--- src/rtl/collision_scan_ctrl_pkg.sv ---
// rtl/collision_scan_ctrl_pkg.sv - shared state encoding, flag indices and coordinate widths
package collision_scan_ctrl_pkg;

    localparam int X_W    = 10;
    localparam int Y_W    = 9;
    localparam int FLAG_W = 4;

    localparam int FLAG_DOWN  = 0;
    localparam int FLAG_UP    = 1;
    localparam int FLAG_RIGHT = 2;
    localparam int FLAG_LEFT  = 3;

    typedef enum logic [1:0] {
        ST_IDLE   = 2'd0,
        ST_ISSUE  = 2'd1,
        ST_DRAIN  = 2'd2,
        ST_FINISH = 2'd3
    } scan_state_t;

endpackage

--- src/rtl/collision_scan_ctrl_scan_valid_pipe.sv ---
// rtl/collision_scan_ctrl_scan_valid_pipe.sv - issue-valid / tile_valid alignment pipe
// Tracks each issued address through ROM and checker latency and qualifies it with tile_valid.
module scan_valid_pipe
    import collision_scan_ctrl_pkg::*;
#(
    parameter int ROM_LAT = 1,
    parameter int CHK_LAT = 1
) (
    input  logic clk,
    input  logic rst,
    input  logic i_issue,
    input  logic i_tile_valid,
    output logic o_acc_en,
    output logic o_pending
);

    localparam int DEPTH = ROM_LAT + CHK_LAT;

    logic [DEPTH-1:0]   r_issue;
    logic [CHK_LAT-1:0] r_tile_valid;

    // tile_valid arrives ROM_LAT after issue, so CHK_LAT more stages line it up with r_issue's tail
    always_ff @(posedge clk or posedge rst) begin
        if (rst) begin
            r_issue      <= '0;
            r_tile_valid <= '0;
        end else begin
            r_issue[0]      <= i_issue;
            r_tile_valid[0] <= i_tile_valid;
            for (int k = 1; k < DEPTH; k++) begin
                r_issue[k] <= r_issue[k-1];
            end
            for (int k = 1; k < CHK_LAT; k++) begin
                r_tile_valid[k] <= r_tile_valid[k-1];
            end
        end
    end

    assign o_acc_en  = r_issue[DEPTH-1] & r_tile_valid[CHK_LAT-1];
    assign o_pending = |r_issue;

endmodule

--- src/rtl/collision_scan_ctrl.sv ---
// rtl/collision_scan_ctrl.sv - per-frame tile scan sequencer for a shared collision checker
// Streams every ROM tile through the checker and publishes the OR of all valid-tile flags.
module collision_scan_ctrl
    import collision_scan_ctrl_pkg::*;
#(
    parameter int N_TILES = 32,
    parameter int AW      = 5,
    parameter int ROM_LAT = 1,
    parameter int CHK_LAT = 1
) (
    input  logic              clk,
    input  logic              rst,
    input  logic              start,
    input  logic [X_W-1:0]    x_blue,
    input  logic [Y_W-1:0]    y_blue,
    output logic [AW-1:0]     tile_addr,
    input  logic [X_W-1:0]    tile_x,
    input  logic [Y_W-1:0]    tile_y,
    input  logic              tile_valid,
    output logic [X_W-1:0]    chk_x_blue,
    output logic [Y_W-1:0]    chk_y_blue,
    output logic [X_W-1:0]    chk_x_ground,
    output logic [Y_W-1:0]    chk_y_ground,
    input  logic [FLAG_W-1:0] chk_flags,
    output logic              busy,
    output logic              done,
    output logic [FLAG_W-1:0] coll_flags
);

    scan_state_t       r_state;
    scan_state_t       w_next_state;
    logic [AW-1:0]     r_tile_addr;
    logic [X_W-1:0]    r_x_blue;
    logic [Y_W-1:0]    r_y_blue;
    logic [FLAG_W-1:0] r_acc;
    logic [FLAG_W-1:0] r_coll_flags;
    logic              w_issue;
    logic              w_busy;
    logic              w_done;
    logic              w_start_scan;
    logic              w_last_addr;
    logic              w_acc_en;
    logic              w_pending;

    assign w_last_addr = (r_tile_addr == AW'(N_TILES - 1));

    always_ff @(posedge clk or posedge rst) begin
        if (rst) begin
            r_state <= ST_IDLE;
        end else begin
            r_state <= w_next_state;
        end
    end

    always_comb begin
        w_next_state = r_state;
        case (r_state)
            ST_IDLE: begin
                if (start) w_next_state = ST_ISSUE;
            end
            ST_ISSUE: begin
                if (w_last_addr) w_next_state = ST_DRAIN;
            end
            ST_DRAIN: begin
                if (!w_pending) w_next_state = ST_FINISH;
            end
            ST_FINISH: begin
                w_next_state = start ? ST_ISSUE : ST_IDLE;
            end
            default: w_next_state = ST_IDLE;
        endcase
    end

    // FINISH accepts a new frame tick so scans can run back to back
    always_comb begin
        w_issue      = 1'b0;
        w_busy       = 1'b1;
        w_done       = 1'b0;
        w_start_scan = 1'b0;
        case (r_state)
            ST_IDLE: begin
                w_busy       = 1'b0;
                w_start_scan = start;
            end
            ST_ISSUE: begin
                w_issue = 1'b1;
            end
            ST_DRAIN: begin
                w_issue = 1'b0;
            end
            ST_FINISH: begin
                w_done       = 1'b1;
                w_start_scan = start;
            end
            default: begin
                w_busy = 1'b0;
            end
        endcase
    end

    scan_valid_pipe #(
        .ROM_LAT (ROM_LAT),
        .CHK_LAT (CHK_LAT)
    ) u_valid_pipe (
        .clk          (clk),
        .rst          (rst),
        .i_issue      (w_issue),
        .i_tile_valid (tile_valid),
        .o_acc_en     (w_acc_en),
        .o_pending    (w_pending)
    );

    always_ff @(posedge clk or posedge rst) begin
        if (rst) begin
            r_tile_addr <= '0;
            r_x_blue    <= '0;
            r_y_blue    <= '0;
            r_acc       <= '0;
        end else if (w_start_scan) begin
            r_tile_addr <= '0;
            r_x_blue    <= x_blue;
            r_y_blue    <= y_blue;
            r_acc       <= '0;
        end else begin
            if (w_issue && !w_last_addr) begin
                r_tile_addr <= r_tile_addr + AW'(1);
            end else if (r_state == ST_FINISH) begin
                r_tile_addr <= '0;
            end
            if (w_acc_en) begin
                r_acc <= r_acc | chk_flags;
            end
        end
    end

    // Published word changes only on entry to FINISH, so consumers never see a partial OR
    always_ff @(posedge clk or posedge rst) begin
        if (rst) begin
            r_coll_flags <= '0;
        end else if (r_state == ST_DRAIN && w_next_state == ST_FINISH) begin
            r_coll_flags <= r_acc;
        end
    end

    assign tile_addr    = r_tile_addr;
    assign chk_x_blue   = r_x_blue;
    assign chk_y_blue   = r_y_blue;
    assign chk_x_ground = tile_x;
    assign chk_y_ground = tile_y;
    assign busy         = w_busy;
    assign done         = w_done;
    assign coll_flags   = r_coll_flags;

endmodule

--- config.mk ---
export PLATFORM = sky130hd
export DESIGN_NAME = collision_scan_ctrl
export DESIGN_NICKNAME = d
export VERILOG_FILES = /design/src/rtl/collision_scan_ctrl_pkg.sv /design/src/rtl/collision_scan_ctrl_scan_valid_pipe.sv /design/src/rtl/collision_scan_ctrl.sv
export SDC_FILE = /design/constraint.sdc
export NUM_CORES = 1
export LEC_CHECK = 0
export ABC_AREA = 1
export CELL_PAD_IN_SITES_DETAIL_PLACEMENT = 1
export CELL_PAD_IN_SITES_GLOBAL_PLACEMENT = 1
export CORE_AREA = 2 2 85 87
export CTS_BUF_LIST = sky130_fd_sc_hd__clkbuf_16
export CTS_CLUSTER_DIAMETER = 60
export DETAILED_ROUTE_END_ITERATION = 6
export DIE_AREA = 0 0 87 89
export PLACE_DENSITY_LB_ADDON = 0.3
export SLEW_MARGIN = 20
export SYNTH_ARGS = -nofsm -noshare
export SYNTH_HDL_FRONTEND = slang
export SYNTH_SLANG_ARGS = --single-unit
--- constraint.sdc ---
create_clock -name clk -period 1.65 [get_ports clk]
set_input_delay 0.33 -clock clk [delete_from_list [all_inputs] [get_ports clk]]
set_output_delay 0.33 -clock clk [all_outputs]
set_load 0.05 [all_outputs]
==> impl_metrics.tcl, run 1 <==
set metrics [dict create \
    pin_count 95 \
    route.met2.wl_mm 2.040 \
    clkLatencyLatePin_ns 0.27 \
    critical_path_arrival_ns 1.25 \
    floorplan.rows 30 \
    cts-hold-fix-buffers 0 \
    count_of_final_max_slew_check_failures 0 \
    timing_hold_violations_final 0 \
    cts-buffers-inserted 5 \
    postSynthRegisterBits 37 \
    detailed_place_hpwl_mm 2.966 \
    fillerInstances 766 \
    highest_achievable_clock_rate_mhz 634.5 \
    setup_crit_start_kind "flip-flop" \
    detail-route-antenna-nets 0 \
    final.period_utilization_pct 95.52 \
    design.die.area_um2 7743 \
    place_area_um2 2405 \
    holdCritPathClass "flip-flop to flip-flop" \
    worst_setup_path_end_kind "output pin" \
    grt_start_max_net_pins 38 \
    final-setup-viol-count 0 \
    max_slew.worst_pin.slew_ns 0.2140 \
    syn-num-nets 254 \
    worst_setup_hold_path_clk_slew_ns 0.05 \
    number_of_antenna_diodes 0 \
    detailedRoute.firstPassIterationCount 2 \
    critPathKind "flip-flop to output pin" \
    dr.max_layer_used "met4" \
    die_h_um 89 \
    hold_depth 0 \
    fraction_of_final_layout_cells_sized_beyond_drive_strength_1_pct 33.60 \
    yosys_warnings 0 \
    routed_wl_mm 4.154 \
    cts_root_buf "clkbuf_16" \
    route.detailed.drc 0 \
    slew_headroom_pct 85.74 \
    detailedRoute.firstIterationViolations 65 \
    required_ns 1.32 \
    multi_input_comb_area_um2 723.2 \
    via_per_inst 4.159 \
    met3RoutedLength_um 219 \
    placeableCoreArea_um2 6719 \
    most_common_cell_after_layout_fill_and_taps_aside "nand2_1" \
    grt_pass1_vias 1506 \
    synth_cells 200 \
    power.leakage_nw 1.324 \
    clock_sinks 37 \
    tritoncts_clock_tree "done" \
    fin_worst_skew_ns 0.004729 \
    most-common-layout-cells "nand2_1, buf_4, dfrtp_1, clkdlybuf4s50_1, inv_1" \
    gr-usage-all-layers_pct 11.75 \
    peak_ir_drop_on_the_vdd_network_mv 0.6521 \
    rsz0062_at_grt "yes" \
    yosysSeqAreaShare_pct 49.76 \
    grt_first_pass_wirelength_mm 6.962 \
    power_per_cell_area_nw_per_um2 2287 \
    crit_fanout 5 \
    totalNegativeSetupSlack_ns 0 \
    seqCellArea_um2 928.4 \
    antenna_found_initial 0 \
    status "finished, final reports clean" \
    clockBufferDepth 2 \
    wl_met1_mm 1.783 \
    syn_area_per_cell_um2 9.303 \
    netlist_area_um2 1861 \
    r2r_worst_path_depth 12 \
    routed-via-count 1385 \
    gp_congestion 0.6956 \
    globalRouteOverflowTotal 0 \
    synth_cell_type_count 21 \
    report.power.total_mw 5.964 \
    maxCapViolations 0 \
    io_buffers 56 \
    die_x_um 87 \
    fin_area_um2 2608 \
    area.growth.synth_to_final_pct 40.15 \
    layout.nets 307 \
    htreeDepth 2 \
    initial_core_utilization_pct 27.69 \
    wire_per_inst_um 12.47 \
    finalCriticalPeriod_ns 1.576 \
]
## critical path, stage by stage, from the launching register on
cell	delay [ns]
dfrtp_1	0.44
inv_2	0.09
ha_1	0.20
inv_1	0.10
buf_12	0.14
## through the flow
stage	hold WS [ns]	util, %	cells	setup slack, ns
2_1_floorplan	0.3546	-	200	-0.02348
3_3_place_gp	0.3797	35.79	320	0.09526
3_5_place_dp	0.3888	35.79	320	0.04796
4_1_cts	0.3976	37.88	328	0.06703
5_1_grt	0.4127	38.81	333	-0.01712
6_report	0.4011	38.81	333	0.07389
## Yosys cell counts
cell type / instances / share of area, %
o21ai_2: 1 / 0.47
nor2_8: 2 / 2.2
nand2_1: 68 / 14
buf_6: 3 / 1.8
inv_6: 1 / 0.47
dfrtp_1: 37 / 50
a21oi_4: 1 / 0.87
inv_1: 14 / 2.8
nor2_1: 4 / 0.81
inv_2: 3 / 0.61
a21oi_1: 5 / 1.3
buf_4: 19 / 7.7
nand2_2: 13 / 4.4
nand2_4: 4 / 2.4
xnor2_1: 1 / 0.47
xor2_1: 1 / 0.47
o22ai_1: 1 / 0.34
nand3_1: 8 / 2.2
ha_1: 8 / 5.4
nor2_2: 4 / 1.3
o21ai_1: 2 / 0.54
## state kept, by name (all words and copies together) (netlist names)
name / count
u_valid_pipe.r_tile_valid: 1
r_acc: 4
coll_flags: 4
chk_x_blue: 10
u_valid_pipe.r_issue: 2
tile_addr: 5
r_state: 2
chk_y_blue: 9
## final timing paths
kind | startpoint | end | slack (ns)
hold / removal | u_valid_pipe.r_issue[0]$_DFF_PP0_ | u_valid_pipe.r_issue[1]$_DFF_PP0_ | 0.40
setup / recovery | r_state[1]$_DFF_PP0_ | busy | 0.07
max in group asynchronous | rst | tile_addr[1]$_DFFE_PP0P_ | 1.03
setup reg to reg | tile_addr[0]$_DFFE_PP0P_ | coll_flags[2]$_DFFE_PP0P_ | 0.08
hold reg to reg | u_valid_pipe.r_issue[0]$_DFF_PP0_ | u_valid_pipe.r_issue[1]$_DFF_PP0_ | 0.40
min in group asynchronous | rst | chk_y_blue[7]$_DFFE_PP0N_ | 0.41
## layout make-up
class / count / share of cell area (%)
Sequential cell: 37 / 35.60
Multi-Input combinational cell: 123 / 27.74
Timing Repair Buffer: 68 / 24.95
Clock buffer: 5 / 4.798
Tap cell: 80 / 3.839
Inverter: 18 / 2.783
Clock inverter: 2 / 0.2879
## power by group
part	switching, mW	internal, mW
Combinational	2.26	1.26
Sequential	0.270	1.30
Clock	0.334	0.540
Total	2.87	3.10
## logic make-up after synthesis
kind of cell	Yosys count	synth area share [%]
simple gates	103	26.97
buf+inv	40	13.38
flops	37	49.76
compound gates	10	3.565
fa+ha+maj	8	5.380
xor+xnor	2	0.9417
## metal layers
layer | vias up | track usage (%)
li1 | 692 | -
met1 | 645 | 14.11
met2 | 38 | 19.50
met3 | 10 | 3.047
met4 | 0 | 5.966
met5 | - | 0
## what timing repair did
item / CTS / global route
gates resized for setup: 0 / 7
cloned: 0 / 0
setup buffers: 1 / 5
setup endpoints to repair: 1 / 6
pin swaps: 0 / 5
Power figures use the tool's default switching activity.
==> inputs of run 2 (changes only) <==
- CTS_BUF_LIST: sky130_fd_sc_hd__clkbuf_16 -> sky130_fd_sc_hd__clkbuf_8 sky130_fd_sc_hd__clkbuf_16
==> impl_metrics.tcl, run 2 (same netlist as run 1, synthesis figures left out) <==
set metrics [dict create \
    grt_first_pass_wirelength_mm 6.920 \
    max_stage_delay_ns 0.39 \
    gr-usage-all-layers_pct 11.85 \
    final.period_utilization_pct 95.81 \
    finalCriticalPeriod_ns 1.581 \
    antenna_found_initial 0 \
    timing_hold_violations_final 0 \
    initial_core_utilization_pct 27.69 \
    detailedRoute.firstPassIterationCount 4 \
    cp_slowest_cell "dfrtp_2" \
    holdCritPathClass "primary input to asynchronous set/reset pin" \
    detailed_place_hpwl_mm 2.966 \
    worst_setup_hold_path_clk_slew_ns 0.07 \
    most_common_cell_after_layout_fill_and_taps_aside "nand2_1" \
    detailedRoute.firstIterationViolations 63 \
    critPathMostFrequentCell "nand2_4" \
    critPathTopFamily "simple AND/OR/NAND/NOR gates" \
    cts-hold-fix-buffers 0 \
    htreeDepth 2 \
    critPathKind "flip-flop to flip-flop" \
    detail-route-antenna-nets 0 \
    floorplan.rows 30 \
    setup_crit_start_kind "flip-flop" \
    totalNegativeSetupSlack_ns 0 \
    via_per_inst 4.171 \
    grt_start_max_net_pins 38 \
    route.detailed.drc 0 \
    report.power.total_mw 5.699 \
    rsz0062_at_grt "yes" \
    gp_congestion 0.6956 \
    design.die.area_um2 7743 \
    io_buffers 56 \
    r2r_worst_path_depth 12 \
    worst_setup_path_end_kind "flip-flop" \
    grt_pass1_vias 1497 \
    die_h_um 89 \
    highest_achievable_clock_rate_mhz 632.6 \
    crit_fanout 6 \
    utilization_pct 37.99 \
    count_of_final_max_slew_check_failures 0 \
    routed_wl_mm 4.106 \
    ff2ff_setup_slack_ns 0.07 \
    clockBufferDepth 2 \
    flip_flop_count_of_the_largest_register_all_copies_and_words_added 10 \
    worstPathBufferInverterCount 1 \
    most-common-layout-cells "nand2_1, buf_4, dfrtp_1, clkdlybuf4s50_1, inv_1" \
    r2r-end "coll_flags[2]$_DFFE_PP0P_" \
    peak_ir_drop_on_the_vdd_network_mv 0.6075 \
    tritoncts_clock_tree "done" \
    critical_path_arrival_ns 1.81 \
    power.leakage_nw 1.305 \
    required_ns 1.88 \
    slew_headroom_pct 82.52 \
    cts_root_buf "clkbuf_8" \
    power_per_cell_area_nw_per_um2 2233 \
    crit_chain "ha_4, nand2_1, nor2_1, ha_2, inv_2, nand2_4, nand2_4, a21oi_4, nand2_4, nand2_4, nand2_1, nand2_1" \
    final-setup-viol-count 0 \
    clkLatencyLatePin_ns 0.29 \
    area.growth.synth_to_final_pct 37.19 \
    placeableCoreArea_um2 6719 \
    reg2reg_from "tile_addr[0]$_DFFE_PP0P_" \
    wire_per_inst_um 12.33 \
    routed-via-count 1389 \
    globalRouteOverflowTotal 0 \
    layout.nets 307 \
    status "finished, final reports clean" \
    max_slew.worst_pin.slew_ns 0.2622 \
    cts-buffers-inserted 5 \
    number_of_antenna_diodes 0 \
    fraction_of_final_layout_cells_sized_beyond_drive_strength_1_pct 33.60 \
    maxCapViolations 0 \
    die_x_um 87 \
    pin_count 95 \
    fin_worst_skew_ns 0.007774 \
    clock_sinks 37 \
]
-- run 2: changes by cell type in the layout (fill, tap and decap cells not counted), sizes merged --
cell	previous run	this run
clkbuf	5	6
clkinv	1	0
-- run 2: timing repair --
| item | CTS | global route |
|---|---|---|
| buffers inserted | 1 | 5 |
| gates resized for setup | 0 | 6 |
| endpoints found under the setup margin | 1 | 6 |
| gates cloned | 0 | 0 |
| pin swaps | 0 | 5 |
-- run 2: how the worst max path moves through the flow --
stage	slack (ns)	cells past startpoint	end	start
final	0.07	12	coll_flags[2]$_DFFE_PP0P_	tile_addr[0]$_DFFE_PP0P_
after global routing	-0.02	12	coll_flags[2]$_DFFE_PP0P_	tile_addr[0]$_DFFE_PP0P_
after CTS	0.04	2	done	r_state[1]$_DFF_PP0_
after detailed placement	0.05	6	chk_x_blue[7]$_DFFE_PP0N_	r_state[0]$_DFF_PP0_
after global placement	0.1	11	coll_flags[3]$_DFFE_PP0P_	tile_addr[1]$_DFFE_PP0P_
after floorplan	-0.02	12	coll_flags[0]$_DFFE_PP0P_	tile_addr[0]$_DFFE_PP0P_
-- run 2: cell type report --
cell class,count,area (µm²)
Clock buffer,6,82.58
Clock inverter,1,3.754
Fill cell,774,4167
Inverter,18,72.57
Multi-Input combinational cell,123,713.2
Sequential cell,37,929.6
Tap cell,80,100.1
Timing Repair Buffer,68,650.6
-- run 2: per-stage QoR --
stage	cells	hold slack, ns	instance area (µm²)	setup WS (ns)
finish	333	0.4004	2552	0.06917
floorplan	200	0.3546	1876	-0.02348
global route	333	0.4148	2552	-0.01855
CTS	328	0.3976	2499	0.04290
global placement	320	0.3797	2405	0.09526
detailed placement	320	0.3888	2405	0.04796
-- run 2: report_power, final --
part | internal (mW) | total (mW) | switching [mW]
Clock | 0.325 | 0.633 | 0.308
Sequential | 1.30 | 1.57 | 0.265
Combinational | 1.25 | 3.50 | 2.25
-- run 2: layer usage --
| metal | up-vias | share of wire [%] | global-route usage, % |
|---|---|---|---|
| li1 | 696 | - | - |
| met4 | 0 | 3.4 | 7.244 |
| met2 | 41 | 47 | 19.71 |
| met3 | 12 | 5.4 | 3.047 |
| met5 | - | 0 | 0 |
| met1 | 640 | 44 | 13.72 |
-- run 2: worst register-to-register path, stage by stage, from the launching register on --
cell and delay, ns:
dfrtp_2 0.39, ha_4 0.13, nand2_1 0.04, nor2_1 0.12, ha_2 0.20, inv_2 0.04
nand2_4 0.08, nand2_4 0.06, a21oi_4 0.16, nand2_4 0.10, nand2_4 0.09, nand2_1 0.05
nand2_1 0.05
